## config.mk

```make
export PLATFORM = sky130hd
export DESIGN_NAME = commutator_n
export DESIGN_NICKNAME = d
export VERILOG_FILES = /design/src/rtl/commutator_n_pkg.sv /design/src/rtl/delay_line_en.sv /design/src/rtl/commutator_n.sv
export SDC_FILE = /design/constraint.sdc
export NUM_CORES = 1
export LEC_CHECK = 0
export BUFFER_PORTS_ARGS = -buffer_cell sky130_fd_sc_hd__clkbuf_2
export CORE_AREA = 4 4 310 312
export DETAILED_ROUTE_END_ITERATION = 7
export DIE_AREA = 0 0 314 316
export GPL_TIMING_DRIVEN = 0
export SETUP_SLACK_MARGIN = 0.02
export SYNTH_ARGS = -nofsm -noshare
export SYNTH_HDL_FRONTEND = slang
export SYNTH_SLANG_ARGS = --single-unit
```

## constraint.sdc

```tcl
create_clock -name clk -period 1.8 [get_ports clk]
set_input_delay 0.36 -clock clk [delete_from_list [all_inputs] [get_ports clk]]
set_output_delay 0.36 -clock clk [all_outputs]
set_load 0.03 [all_outputs]
```

## src/rtl/commutator_n_pkg.sv

```systemverilog
// Shared parameter definitions for the commutator_n block.
//   NB_DEFAULT  : default element width in bits
//   lanes_legal : LANES must be a power of two in 2..8
//   stage_legal : STAGE (group length in beats) must be at least 1
package commutator_n_pkg;

  localparam int NB_DEFAULT = 32;

  function automatic bit lanes_legal(input int lanes);
    return (lanes == 2) || (lanes == 4) || (lanes == 8);
  endfunction

  function automatic bit stage_legal(input int stage);
    return stage >= 1;
  endfunction

endpackage

```

## src/rtl/delay_line_en.sv

```systemverilog
// Enable-gated delay line: q is d delayed by DEPTH enabled clock edges.
// DEPTH=0 degenerates to a plain wire. Contents are not reset; the owner
// is responsible for never qualifying stale taps.
// Ports:
//   clk : clock, rising edge
//   en  : shift enable (one accepted beat)
//   d   : NB-bit input element
//   q   : NB-bit delayed element
module delay_line_en
  import commutator_n_pkg::*;
#(
  parameter int NB    = NB_DEFAULT,
  parameter int DEPTH = 1
) (
  input  logic          clk,
  input  logic          en,
  input  logic [NB-1:0] d,
  output logic [NB-1:0] q
);

  if (DEPTH == 0) begin : g_wire
    logic unused_ctrl;
    assign unused_ctrl = clk ^ en;
    assign q = d;
  end else begin : g_shift
    logic [NB-1:0] tap_q [DEPTH];

    always_ff @(posedge clk) begin
      if (en) begin
        tap_q[0] <= d;
        for (int i = 1; i < DEPTH; i++) begin
          tap_q[i] <= tap_q[i-1];
        end
      end
    end

    assign q = tap_q[DEPTH-1];
  end

endmodule

```

## src/rtl/commutator_n.sv

```systemverilog
// Streaming LANES x LANES block transpose (commutator) with a bypass mode.
// A block is LANES groups of STAGE beats. In transpose mode output group g,
// offset o, lane j carries input group j, offset o, lane g of the same block,
// with a fixed latency of L=(LANES-1)*STAGE accepted beats. In bypass mode
// the output is the previous accepted beat, unchanged.
// Structure: input lane l is skewed by l*STAGE beats, a combinational
// rotation selected by the current group index swaps lanes, and output
// lane j is deskewed by (LANES-1-j)*STAGE beats, so every path totals L.
// Ports:
//   clk, reset_n : clock (rising edge), asynchronous active-low reset
//   start        : synchronous block restart; captures bypass
//   bypass       : mode request, sampled only with start
//   in_valid     : accepted-beat qualifier; all state advances only on it
//   in_data      : LANES packed NB-bit elements, lane l at [NB*l +: NB]
//   out_valid    : registered output qualifier
//   out_data     : registered output, same packing; holds when not valid
//   block_done   : with out_valid on the last beat of each output block
//   busy         : priming in progress (0 < primed beats < L)
module commutator_n
  import commutator_n_pkg::*;
#(
  parameter int NB    = NB_DEFAULT,
  parameter int LANES = 4,
  parameter int STAGE = 2
) (
  input  logic                clk,
  input  logic                reset_n,
  input  logic                start,
  input  logic                bypass,
  input  logic                in_valid,
  input  logic [NB*LANES-1:0] in_data,
  output logic                out_valid,
  output logic [NB*LANES-1:0] out_data,
  output logic                block_done,
  output logic                busy
);

  localparam int BLK  = LANES * STAGE;
  localparam int CW   = $clog2(BLK);
  localparam int SELW = $clog2(LANES);
  localparam int L    = (LANES - 1) * STAGE;

  localparam logic [CW-1:0] BLK_LAST   = CW'(BLK - 1);
  localparam logic [CW-1:0] L_CNT      = CW'(L);
  // Output beat BLK-1 of a block appears while input beat (BLK-1+L) mod BLK,
  // i.e. L-1, is being accepted.
  localparam logic [CW-1:0] DONE_XPOSE = CW'(L - 1);

  if (!lanes_legal(LANES) || !stage_legal(STAGE)) begin : g_illegal
    $fatal(1, "commutator_n: LANES must be 2, 4 or 8 and STAGE must be >= 1");
  end

  logic [CW-1:0]       beat_q, beat_d;
  logic [CW-1:0]       prime_q, prime_d;
  logic                bypass_q, bypass_d;
  logic                out_valid_q, out_valid_d;
  logic                block_done_q, block_done_d;
  logic [NB*LANES-1:0] out_data_q, out_data_d;

  logic [CW-1:0]       beat_cur;
  logic [CW-1:0]       prime_cur;
  logic                mode_cur;
  logic [SELW-1:0]     grp;

  logic [NB-1:0]       lane_in   [LANES];
  logic [NB-1:0]       lane_skew [LANES];
  logic [NB-1:0]       lane_rot  [LANES];
  logic [NB-1:0]       lane_out  [LANES];
  logic [NB*LANES-1:0] xpose_data;

  for (genvar l = 0; l < LANES; l++) begin : g_lane
    assign lane_in[l] = in_data[NB*l +: NB];

    delay_line_en #(.NB(NB), .DEPTH(l * STAGE)) u_skew (
      .clk (clk),
      .en  (in_valid),
      .d   (lane_in[l]),
      .q   (lane_skew[l])
    );

    // Output lane l picks skewed input lane (grp - l) mod LANES; the
    // subtraction wraps naturally because LANES is a power of two.
    assign lane_rot[l] = lane_skew[grp - SELW'(l)];

    delay_line_en #(.NB(NB), .DEPTH((LANES - 1 - l) * STAGE)) u_deskew (
      .clk (clk),
      .en  (in_valid),
      .d   (lane_rot[l]),
      .q   (lane_out[l])
    );

    assign xpose_data[NB*l +: NB] = lane_out[l];
  end

  always_comb begin
    // A start beat is beat 0 of a fresh block and uses the newly requested mode.
    beat_cur     = start ? '0 : beat_q;
    prime_cur    = start ? '0 : prime_q;
    mode_cur     = start ? bypass : bypass_q;
    grp          = SELW'(beat_cur / CW'(STAGE));

    beat_d       = beat_cur;
    prime_d      = prime_cur;
    bypass_d     = mode_cur;
    out_valid_d  = 1'b0;
    block_done_d = 1'b0;
    out_data_d   = out_data_q;

    if (in_valid) begin
      beat_d  = (beat_cur == BLK_LAST) ? '0 : beat_cur + CW'(1);
      prime_d = (prime_cur == L_CNT) ? L_CNT : prime_cur + CW'(1);
      if (mode_cur) begin
        out_valid_d  = 1'b1;
        out_data_d   = in_data;
        block_done_d = (beat_cur == BLK_LAST);
      end else if (prime_cur == L_CNT) begin
        out_valid_d  = 1'b1;
        out_data_d   = xpose_data;
        block_done_d = (beat_cur == DONE_XPOSE);
      end
    end
  end

  // Output register stage
  always_ff @(posedge clk or negedge reset_n) begin
    if (!reset_n) begin
      beat_q       <= '0;
      prime_q      <= '0;
      bypass_q     <= 1'b0;
      out_valid_q  <= 1'b0;
      block_done_q <= 1'b0;
      out_data_q   <= '0;
    end else begin
      beat_q       <= beat_d;
      prime_q      <= prime_d;
      bypass_q     <= bypass_d;
      out_valid_q  <= out_valid_d;
      block_done_q <= block_done_d;
      out_data_q   <= out_data_d;
    end
  end

  assign out_valid  = out_valid_q;
  assign out_data   = out_data_q;
  assign block_done = block_done_q;
  assign busy       = (prime_q != '0) && (prime_q < L_CNT);

endmodule

```

==> results.md <==
- Outcome: finished with violations
- Violated checks: negative setup slack
- Cell Chain, Critical Path: nor2b_4, ha_4, a211o_1, nand3_4, buf_12, inv_16, buf_16, buf_12, buf_16, nor2_2, a21oi_2
- CP startpoint: prime_q[1]
- Dpl hpwl: 56700 um
- Synth Net Count: 1894
- Fin util: 46.6%
- Via density: 5.18
- Drt drc: 0
- Vias in the first global route: between 15k and 20k
- Crit path kind: flop to flop
- Starting Density: 34.9%
- WP data arrival: between 2000 and 3000 ps
- Worst VDD drop: 0.758 mV
- Slew headroom: 30.1%
- RSZ-0062 raised after global routing: yes
- Io pins: 264
- CTS root buf: clkbuf_16
- Antenna violations before repair: 2
- PD cells: approximately 1200 nW/um^2
- Fmax: 0.486 GHz
- Final setup vio count: between 200 and 250
- Synthesized flop and latch total: 905
- Iter 0 DRT Violations: 2052
- Area of the multi-input gates: 6810 sq um
- Max_cap viols: 0
- # H-tree levels: 3
- Sequential fraction of the synthesis area: roughly four fifths
- Tmin final: 2060 ps
- R2R cell count: 11
- Most frequent cells in the layout: 768 x edfxtp_1, 267 x clkbuf_2, 203 x nand2_1
- Cell Area, Placed: about 36000 sq um
- Via Count: 18.9k
- Worst skew pair latency: ~660 ps
- Levels on crit path: 11
- Synth Instances: 1758
- Tcrit/Tclk final: 114%
- Critical Path Source Type: flop
- CP Max Fanout: 8
- CP delay by family, top: buffers and inverters
- Site Rows: 112
- Prevailing post-synth register cell: edfxtp_1
- Die W: 314 um
- Worst-margin pin slew: about 1000 ps
- Distinct cells, synth: 38
- Storage cell area: 26500 sq um
- Total gr overflow: 0
- ANT nets after route: 0
- Die ar.: 99200 sq um
- Leak: 15.5 nW
- # nets final: 2438
- R2r setup slk: -260 ps
- Worst-case clock buffer depth: 3
- Largest stage delay, worst path: approximately 460 ps
- Crit path to: out_data[108]
- TritonCTS Buffers: 95
- Final instance area: 43400 sq um
- Critical-path top delay cell: dfrtp_2
- Worst Setup End Kind: flop
- Drt wl/cell: 25.9 um
- Final Hold Viols: 0
- Worst setup margin: -259 ps
- DIE HEIGHT: 316 um
- Wirelength, routed: 94100 um
- Avg Cell Area, Syn: 18.5 sq um
- Hold crit path type: input port to flop
- WP buf/inv: 5
- Slew Limit Fails: 0
- Total number of yosys warnings: 0
- First-pass GRT wire length: 133000 um
- Clk_skew: 37.0 ps
- Largest net degree at the start of global routing: roughly 120
- Worst R2R End: out_data[108]
- GRT Total Usage: 18.6%
- RD Place Congestion: ~0.79
- Commonest non-fill, non-tap cell in the layout: edfxtp_1
- Reg2Reg Launch Point: prime_q[1]
- CTS tree: done
- Fillers: 7865
- EDFF count, synth: around 770
- Number of port buffers: around 260
- Clk slew on worst S/H paths: approximately 70 ps
- Share of layout cells above drive strength 1: 36.0%
- CORE AREA: around 93000 sq um
- Critical path data required time: 2340 ps
- Clk sink count: 905
- P&R area growth vs syn: 33.6%
- Synth Cell Area: 32500 sq um
- Ys async rst share: 15.1%
- 1st-pass router iterations: 6
## layout make-up
cell class	instances	share of cell area (%)
well taps	1254	3.62
inverters	7	0.170
clock inverters	47	1.40
diodes	2	0.0115
flip-flops and latches	905	61.1
repair inverters	1	0.0375
multi-input cells	750	15.7
repair buffers	447	9.01
clock buffers	131	6.12
plain buffers	95	2.86
## metrics by stage
stage	power (W)	setup TNS, ps	setup slack (ps)	hold WS (ps)	std cells
after floorplan	0.0289	-30470	-251	64.4	1758
after global placement	0.0320	-	-16210	400	3274
after detailed placement	0.0317	-402870	-1720	405	3282
after CTS	0.0537	-23810	-239	2.84	3636
after global routing	0.0556	-37010	-313	28.2	3637
final	0.0536	-26970	-259	47.9	3639
## worst min path at each step
stage | startpoint | endpoint | slack, ps | cells after the start
CTS | in_data[11] | out_data[11] | 3 | 3
global placement | g_lane[1].u_skew.g_shift.tap_q[0][16] | g_lane[1].u_skew.g_shift.tap_q[0][48] | 400 | 0
finish | in_data[11] | out_data[11] | 50 | 3
detailed placement | g_lane[0].u_deskew.g_shift.tap_q[0][14] | g_lane[0].u_deskew.g_shift.tap_q[1][14] | 400 | 0
global route | in_data[31] | out_data[31] | 30 | 3
floorplan | reset_n | beat_q[0] | 60 | 0
## logic make-up (layout without fill, tap and decap cells)
family,after synthesis,count (layout),synth area share (%)
flops,905,905,81.6
buf+inv,103,728,1.74
mux,102,102,6.89
xor+xnor,1,1,0.0270
compound gates,263,263,5.07
other cells,0,2,0
simple gates,381,381,4.57
fa+ha+maj,3,3,0.116
## synth_stat cells (4+ instances only)
library cell | number | share of area (%)
a21oi_1 | 67 | 1.0
a221o_1 | 28 | 0.86
a31oi_1 | 97 | 1.9
buf_2 | 49 | 0.76
buf_4 | 16 | 0.37
buf_6 | 7 | 0.24
clkbuf_1 | 23 | 0.27
dfrtp_1 | 137 | 11
edfxtp_1 | 768 | 71
mux2i_1 | 4 | 0.12
mux4_2 | 96 | 6.7
nand2_1 | 204 | 2.4
nor2_1 | 157 | 1.8
nor3_1 | 6 | 0.092
o21ai_0 | 32 | 0.49
o22ai_1 | 32 | 0.62
o311ai_0 | 4 | 0.11
## sequential cells by signal (all words and copies together) (netlist names)
signal / count
g_lane.u_deskew.g_shift.tap_q: 384
g_lane.u_skew.g_shift.tap_q: 384
out_data: 128
beat_q: 3
prime_q: 3
block_done: 1
bypass_q: 1
out_valid: 1
## power by group
group | switching [W] | internal [W] | leakage [nW]
Combinational | 0.00457 | 0.00286 | 4.82
Clock | 0.00821 | 0.0121 | 1.59
Sequential | 0.00102 | 0.0249 | 9.06
Total | 0.0138 | 0.0398 | 15.5
## timing repair
action,in CTS,in global routing
hold buffers,114,0
gates cloned,26,3
buffers inserted,36,6
setup endpoints to repair,348,349
pin swaps,8,6
hold endpoints to repair,262,0
resized for setup,367,127
## routing by layer
layer / vias to the layer above / track usage [%] / share of wire [%]
met5: - / 0 / 0
met4: 0 / 5.40 / 2.8
met3: 165 / 4.84 / 8.8
met2: 941 / 29.4 / 48
met1: 9801 / 25.4 / 41
li1: 7957 / - / -
## worst register-to-register path: cells and delay by family, from the launching register on
family / cells / cell delay (ps)
AO/OA/AOI/OAI: 2 / 370
buffers and inverters: 5 / 640
flip-flops: 1 / 460
adder cells (fa/ha/maj): 1 / 160
AND/OR/NAND/NOR: 3 / 340
Power figures use the tool's default switching activity.
